`src/rtl/rf_pkg.sv`:
```
// rf_pkg: shared types, constants and helpers for the multi-port register file.
package rf_pkg;
  typedef enum logic {IDLE, CLEAR} rf_state_e;
  localparam int ZERO_ADDR = 0;
  function automatic int addr_width(input int n);
    return (n > 1) ? $clog2(n) : 1;
  endfunction
endpackage

```
`src/rtl/rf_clear_seq.sv`:
```
// rf_clear_seq: clear engine that walks every entry once after reset or a clear request.
module rf_clear_seq
  import rf_pkg::*;
#(
  parameter int NREGS = 32,
  parameter int AW    = 5
) (
  input  logic          clk,
  input  logic          reset,
  input  logic          clr_req_i,
  output logic          busy_o,
  output logic          clr_we_o,
  output logic [AW-1:0] clr_addr_o
);
  rf_state_e     state_q, state_d;
  logic [AW-1:0] clr_idx_q, clr_idx_d;
  logic          last;
  assign last = clr_idx_q == AW'(NREGS - 1);
  always_comb begin
    state_d   = (state_q == CLEAR) ? (last ? IDLE : CLEAR) : (clr_req_i ? CLEAR : IDLE);
    clr_idx_d = (state_q == CLEAR && !last) ? clr_idx_q + AW'(1) : '0;
  end
  always_ff @(posedge clk) begin
    if (reset) begin
      state_q   <= CLEAR;
      clr_idx_q <= '0;
    end else begin
      state_q   <= state_d;
      clr_idx_q <= clr_idx_d;
    end
  end
  // Reset itself counts as busy so user traffic is blocked in the reset cycles too.
  assign busy_o     = reset || state_q == CLEAR;
  assign clr_we_o   = state_q == CLEAR;
  assign clr_addr_o = clr_idx_q;
endmodule

```
`src/rtl/regfile_mp.sv`:
```
// regfile_mp: parametrised multi-port register file with x0, bypass and a clear engine.
module regfile_mp
  import rf_pkg::*;
#(
  parameter int  XLEN     = 64,
  parameter int  NREGS    = 32,
  parameter int  NRD      = 2,
  parameter int  NWR      = 1,
  parameter int  ZERO_REG = 1,
  parameter int  BYPASS   = 1,
  localparam int AW       = addr_width(NREGS)
) (
  input  logic                clk,
  input  logic                reset,
  input  logic [NRD*AW-1:0]   rd_addr,
  output logic [NRD*XLEN-1:0] rd_data,
  input  logic [NWR-1:0]      wr_en,
  input  logic [NWR*AW-1:0]   wr_addr,
  input  logic [NWR*XLEN-1:0] wr_data,
  input  logic                clr_req,
  output logic                busy
);
  logic [XLEN-1:0] mem_q [NREGS];
  logic [AW-1:0]   wa [NWR];
  logic [XLEN-1:0] wd [NWR];
  logic [NWR-1:0]  wok;
  logic            clr_we;
  logic [AW-1:0]   clr_addr;

  function automatic logic addr_ok(input logic [AW-1:0] a);
    return ({1'b0, a} < (AW+1)'(NREGS)) && !(ZERO_REG != 0 && a == AW'(ZERO_ADDR));
  endfunction

  rf_clear_seq #(.NREGS(NREGS), .AW(AW)) u_seq (
    .clk       (clk),
    .reset     (reset),
    .clr_req_i (clr_req),
    .busy_o    (busy),
    .clr_we_o  (clr_we),
    .clr_addr_o(clr_addr)
  );

  for (genvar g = 0; g < NWR; g++) begin : g_wr
    assign wa[g]  = wr_addr[g*AW +: AW];
    assign wd[g]  = wr_data[g*XLEN +: XLEN];
    assign wok[g] = wr_en[g] && !busy && addr_ok(wa[g]);
  end

  // Later ports overwrite earlier ones, so the highest-index port wins a collision.
  always_ff @(posedge clk) begin
    if (clr_we) mem_q[clr_addr] <= '0;
    else for (int j = 0; j < NWR; j++) if (wok[j]) mem_q[wa[j]] <= wd[j];
  end

  for (genvar i = 0; i < NRD; i++) begin : g_rd
    logic [AW-1:0]   a;
    logic [XLEN-1:0] v;
    assign a = rd_addr[i*AW +: AW];
    always_comb begin
      v = mem_q[a];
      for (int j = 0; j < NWR; j++) if (BYPASS != 0 && wok[j] && wa[j] == a) v = wd[j];
    end
    assign rd_data[i*XLEN +: XLEN] = (busy || !addr_ok(a)) ? '0 : v;
  end
endmodule
```
`config.mk`:
```
export PLATFORM = sky130hd
export DESIGN_NAME = regfile_mp
export DESIGN_NICKNAME = d
export VERILOG_FILES = /design/src/rtl/rf_pkg.sv /design/src/rtl/rf_clear_seq.sv /design/src/rtl/regfile_mp.sv
export SDC_FILE = /design/constraint.sdc
export NUM_CORES = 2
export LEC_CHECK = 0
export CAP_MARGIN = 10
export CORE_MARGIN = 2
export CORE_UTILIZATION = 52
export CTS_BUF_LIST = sky130_fd_sc_hd__clkbuf_16
export DETAILED_ROUTE_END_ITERATION = 12
export PLACE_DENSITY_LB_ADDON = 0.08
export SETUP_SLACK_MARGIN = 0.02
export SYNTH_ARGS = -nofsm -noshare
export SYNTH_HDL_FRONTEND = slang
export SYNTH_SLANG_ARGS = --single-unit
```
`constraint.sdc`:
```
create_clock -name clk -period 5.9 [get_ports clk]
set_input_delay 0.885 -clock clk [delete_from_list [all_inputs] [get_ports clk]]
set_output_delay 0.885 -clock clk [all_outputs]
set_load 0.03 [all_outputs]
```
After elaboration in Yosys (flattened, before gate mapping)
Memory sizes are Yosys's and may differ from the RTL's.
Cells that the tools add are included.
{ "classes": {"addsub": 1, "n_eq_ne": 3, "muxes": 15, "bitwise_logic": 1, "reduce_logical": 16} }
{ "ops": {"columns": ["cell", "n"], "rows": [
  ["two-way mux 64 bit", 5],
  ["OR reduction 64 bit", 1],
  ["logical NOT 5 bit", 3],
  ["equality test 5 bit", 2],
  ["two-way mux 1 bit", 9],
  ["adder 5 x 1 -> 5 bit, second input constant", 1],
  ["equality test 5 bit, second input constant", 1],
  ["logical AND 1 bit", 5],
  ["two-way mux 5 bit", 1],
  ["logical NOT 1 bit", 3],
  ["logical OR 1 bit", 3],
  ["OR reduction 2 bit", 1],
  ["inverter 1 bit", 1]
]} }
{ "totals": {"register_bits": 6, "mem_bits_rw": 2048, "in_bits": 83, "wordCells": 39, "memories": 1} }
{ "mem_list": {"columns": ["memory", "words", "word_bits", "rd", "rd_ports_with_merged_regs", "write_ports", "line_no", "text"], "rows": [
  ["mem_q", 32, 64, 2, 0, 1, "regfile_mp.sv:23", "logic [XLEN-1:0] mem_q [NREGS];"]
]} }

Logic depth before layout (Yosys ltp)
{ "depth": {"depth_word": 9, "depth_mapped": 10, "mapped_depth_nobuf": 5} }

Hierarchy
A second synthesis with hierarchy kept.
{ "hier_totals": {"hier_cells": 4946, "area_unflattened_um2": 96572.6} }
{ "by_module_without_submodules": {"columns": ["module", "n_inst", "cells_each", "area_per_inst_um2", "seq_area_each_um2"], "rows": [
  ["regfile_mp", 1, 4922, 96316.1, 61499.0],
  ["rf_clear_seq", 1, 24, 256.5, 120.1]
]} }

Least setup slack after synthesis
Ideal clock, no wire load.
{ "synth_timing": {"kind": "in2reg", "startpoint": "in wr_addr[0]", "endpoint": "mem mem_q[0][0] (enable)", "setup_ns": 0.487, "t_arrival_ns": 4.964, "t_required_ns": 5.413, "slack_ns": 0.450, "path_stages": 6, "path_cell_list": "or2_2 -> o41ai_2 -> buf_2 -> mux2i_1 -> nand3_1 -> nor2_1"} }
{ "synth_via": {"elab_chain_len": 8, "word_cells_on_any_way": 9, "cone_classes": "mux (5); reduce/logical (4)"} }
{ "synth_rtl": {"columns": ["element", "line_no", "text"], "rows": [
  ["start: declaration", "regfile_mp.sv:18", "input logic [NWR*AW-1:0] wr_addr,"],
  ["logical NOT 5 bit", "regfile_mp.sv:31", "return ({1'b0, a} < (AW+1)'(NREGS)) && !(ZERO_REG != 0 && a == AW'(ZERO_ADDR));"],
  ["logical NOT 1 bit", "regfile_mp.sv:31", null],
  ["logical AND 1 bit", "regfile_mp.sv:46", "assign wok[g] = wr_en[g] && !busy && addr_ok(wa[g]);"],
  ["two-way mux 1 bit", "regfile_mp.sv:52", "else for (int j = 0; j < NWR; j++) if (wok[j]) mem_q[wa[j]] <= wd[j];"],
  ["two-way mux 1 bit", "regfile_mp.sv:51", "if (clr_we) mem_q[clr_addr] <= '0;"],
  ["two-way mux 1 bit (implied by the code)", "regfile_mp.sv:52", null],
  ["OR reduction 64 bit (no line)", null, null],
  ["two-way mux 5 bit (no line) or two-way mux 1 bit (tied branches)", null, null],
  ["end: declaration", "regfile_mp.sv:23", null]
]} }
Parallel ways exist; a longest one is shown, timed or not.

Worst setup path in the final report
{ "layout_timing": {"startpoint": "in rd_addr[0]", "endpoint": "out rd_data[16]"} }
{ "layout_via": {"elab_chain_len": 4, "word_cells_on_any_way": 7, "cone_classes": "eq/ne (1); mux (2); reduce/logical (3); memory (1)"} }
{ "layout_rtl": {"columns": ["element", "line_no", "text"], "rows": [
  ["start: declaration", "regfile_mp.sv:15", "input logic [NRD*AW-1:0] rd_addr,"],
  ["branches (longest 3 deep; another with memory read (32 x 64 bit))", null, null],
  ["two-way mux 64 bit (*)", "regfile_mp.sv:63", "assign rd_data[i*XLEN +: XLEN] = (busy || !addr_ok(a)) ? '0 : v;"],
  ["end: declaration", "regfile_mp.sv:16", "output logic [NRD*XLEN-1:0] rd_data,"]
]} }
Mark *: on every way between the ends.

==> metrics.csv <==
metric;value;unit
outcome;finished clean;
synth_nets;5310;
finalInstanceArea;0.1107;mm²
cts.sinks;2054;
power.leakage;34.72;nW
cts_resized;0;
final_cell_mix;edfxtp_1 (2,048), mux4_2 (882), mux2i_1 (539), clkbuf_16 (216), nand2_1 (205);
grt_pass1_vias;58711;
slew-limit-headroom;10.84;%
rsz0062_at_grt;no;
place_area;0.1044;mm²
setup_slack;0.3869;ns
r2r_start;u_seq.clr_we_o;
multiInputGateArea;0.03371;mm²
path_common_cell;buf_12;
holdCritStartpoint;u_seq.clr_addr_o[0];
worstPathRequired;5.02;ns
tightest_slew;1.332;ns
fillerInstances;13722;
hold_class;reg2reg;
remaining_drc_errors;0;
htreeDepth;4;
pre_cts_slack;0.4344;ns
crit_slowest_cell;clkdlybuf4s50_1;
routed-via-count;58364;
ir_worst_vdd;0.2883;mV
antenna_found_initial;9;
synth_edf_count;2048;
cts_post_setup_buffers_inserted;0;
post_synth_num_cell_types;61;
core-area;0.1872;mm²
finalMaxSlewViolations;0;
path_cells;buf_8 -> buf_12 -> buf_4 -> nor4_1 -> nor2_4 -> buf_12 -> o21ai_0 -> a21oi_1 -> clkdlybuf4s50_1;
synth-main-ff-cell;edfxtp_1;
worstReg2RegEnd;mem_q[10][40];
p_per_area;279.1;mW/mm²
p_int;23.76;mW
path_delay_family;buffers and inverters;
seqCellArea;0.06162;mm²
seq_area_frac_synth;63.07;%
clock_latency;0.86;ns
dp_hpwl;173.7;mm
clock.fmax;181.4;MHz
drv_cap;0;
ys_seq_elements;2054;
grt_pass1_wl;435.7;mm
worstHoldPathCells;1;
worst-path-max-fanout;51;
p_comb_share;8.1;%
place.gp.congestion;0.8301;
cts_buffers;213;
fin_nets;5546;
path_buf_inv;5;
startpoint_type;input port;
io_buffers;211;
fin_crit;5.513;ns
area_delta_synth_final;13.29;%
final_common_cell;edfxtp_1;
holdPathEnd;u_seq.clr_addr_o[0];
setup_violations;0;
dr.pass1.iters;8;
fp-row-count;159;
synth.cell_area;0.09770;mm²
clock_power_share;39.9;%
chipWidth;437.5;µm
tns;0;ns
root_buffer;clkbuf_16;
viasPerCell;7.173;
ioPinCount;212;
finalHoldViolCount;0;
route.detailed.wl_per_inst;37.83;µm
p_seq_share;52.0;%
grt-ovfl-total;0;
clk_path_buf_depth;3;
drive_above_1_share;29.31;%
end_kind;primary output;
syn_inst;5225;
yosys_warnings;0;
die_h;437.5;µm
wl;307.8;mm
die_area;0.1914;mm²
path_class;in2out;
path_clk_slew;0.06;ns
cts_hold_buffers;0;
rrSetupSlack;1.90;ns
min_period_over_period;93.44;%
synthArstFlopShare;0;%
syn_area_per_cell;18.70;µm²
swShare;23.11;%
skew;0.02832;ns
power.switching;7.140;mW
ant_nets;0;
cts_tree;built;
worst_r2r_path_depth;6;
cpPeakStageDelay;0.81;ns
drt_iter0_drc;7113;
start_util;52.19;%
grt_max_degree;86;
grt_usage;32.14;%
cp.arrival;4.63;ns
layer usage:
layer | vias to the layer above | GRT usage, % | share of wire, %
met2 | 3269 | 51.56 | 48
met3 | 642 | 5.464 | 8.8
met5 | - | 0 | 0
met4 | 0 | 13.19 | 4.5
met1 | 31368 | 44.10 | 38
li1 | 23085 | - | -
registers in the layout (all words and copies together) (netlist names):
signal	count
u_seq.clr_addr_o	5
u_seq.clr_we_o	1
mem_q	2048
worst max path at each step:
stage          startpoint          end  slack, ns  cells after the start
6_report       rd_addr[0]  rd_data[16]       0.39                      9
5_1_grt        rd_addr[0]  rd_data[16]       0.33                      9
4_1_cts        rd_addr[0]  rd_data[16]       0.42                      9
3_5_place_dp   rd_addr[0]  rd_data[16]       0.43                      9
3_3_place_gp   rd_addr[0]  rd_data[16]       0.37                      9
2_1_floorplan  wr_addr[0]  mem_q[0][0]       0.45                      6
logic make-up after synthesis:
| logic type | synth area share (%) |
|---|---|
| xor+xnor | 0.1076 |
| flops | 63.07 |
| buf+inv | 2.758 |
| mux | 25.91 |
| compound gates | 5.928 |
| fa+ha+maj | 0.02561 |
| simple gates | 2.203 |
Yosys cell counts (27+ instances only):
cell type | count | share of area (%)
o21ai_0 | 91 | 0.47
nor2_1 | 95 | 0.36
nand2_1 | 205 | 0.79
clkbuf_1 | 191 | 0.73
nand3_1 | 35 | 0.18
inv_1 | 124 | 0.48
and3_1 | 66 | 0.42
a311oi_1 | 44 | 0.39
o22ai_1 | 71 | 0.45
mux4_2 | 882 | 20
o221a_2 | 42 | 0.48
buf_4 | 57 | 0.44
a221o_1 | 136 | 1.4
a31o_2 | 83 | 0.74
buf_6 | 27 | 0.31
o221ai_1 | 60 | 0.54
buf_1 | 37 | 0.14
buf_2 | 123 | 0.63
a221oi_1 | 84 | 0.75
nand4_1 | 44 | 0.28
edfxtp_1 | 2048 | 63
mux2i_1 | 539 | 5.5
final cells by class:
type                            count  area share [%]
Timing Repair Buffer              458           4.931
Sequential cell                  2054           55.67
Multi-Input combinational cell   2607           30.45
Clock inverter                    171          0.7777
Inverter                          127          0.4465
Antenna cell                        9         0.02035
Clock buffer                      216           4.883
Tap cell                         2495           2.820
through the flow:
stage          instances  utilization [%]  hold WS [ns]  power [mW]
4_1_cts             8127            59.11        0.5325       30.99
6_report            8137            59.13        0.5418       30.90
5_1_grt             8132            59.12        0.5491       31.67
3_5_place_dp        7740            55.76        0.5181       18.85
3_3_place_gp        7740            55.76        0.5020       18.85
2_1_floorplan       5225                -        0.4600       17.96
power by group through the flow:
stage / Combinational [mW] / Clock, mW / Sequential (mW)
after floorplan: 1.59 / 0 / 16.4
after global placement: 2.48 / 0 / 16.4
after detailed placement: 2.48 / 0 / 16.4
after CTS: 2.48 / 12.4 / 16.1
after global routing: 2.58 / 13.0 / 16.1
final: 2.49 / 12.3 / 16.1
Power figures use the tool's default switching activity.
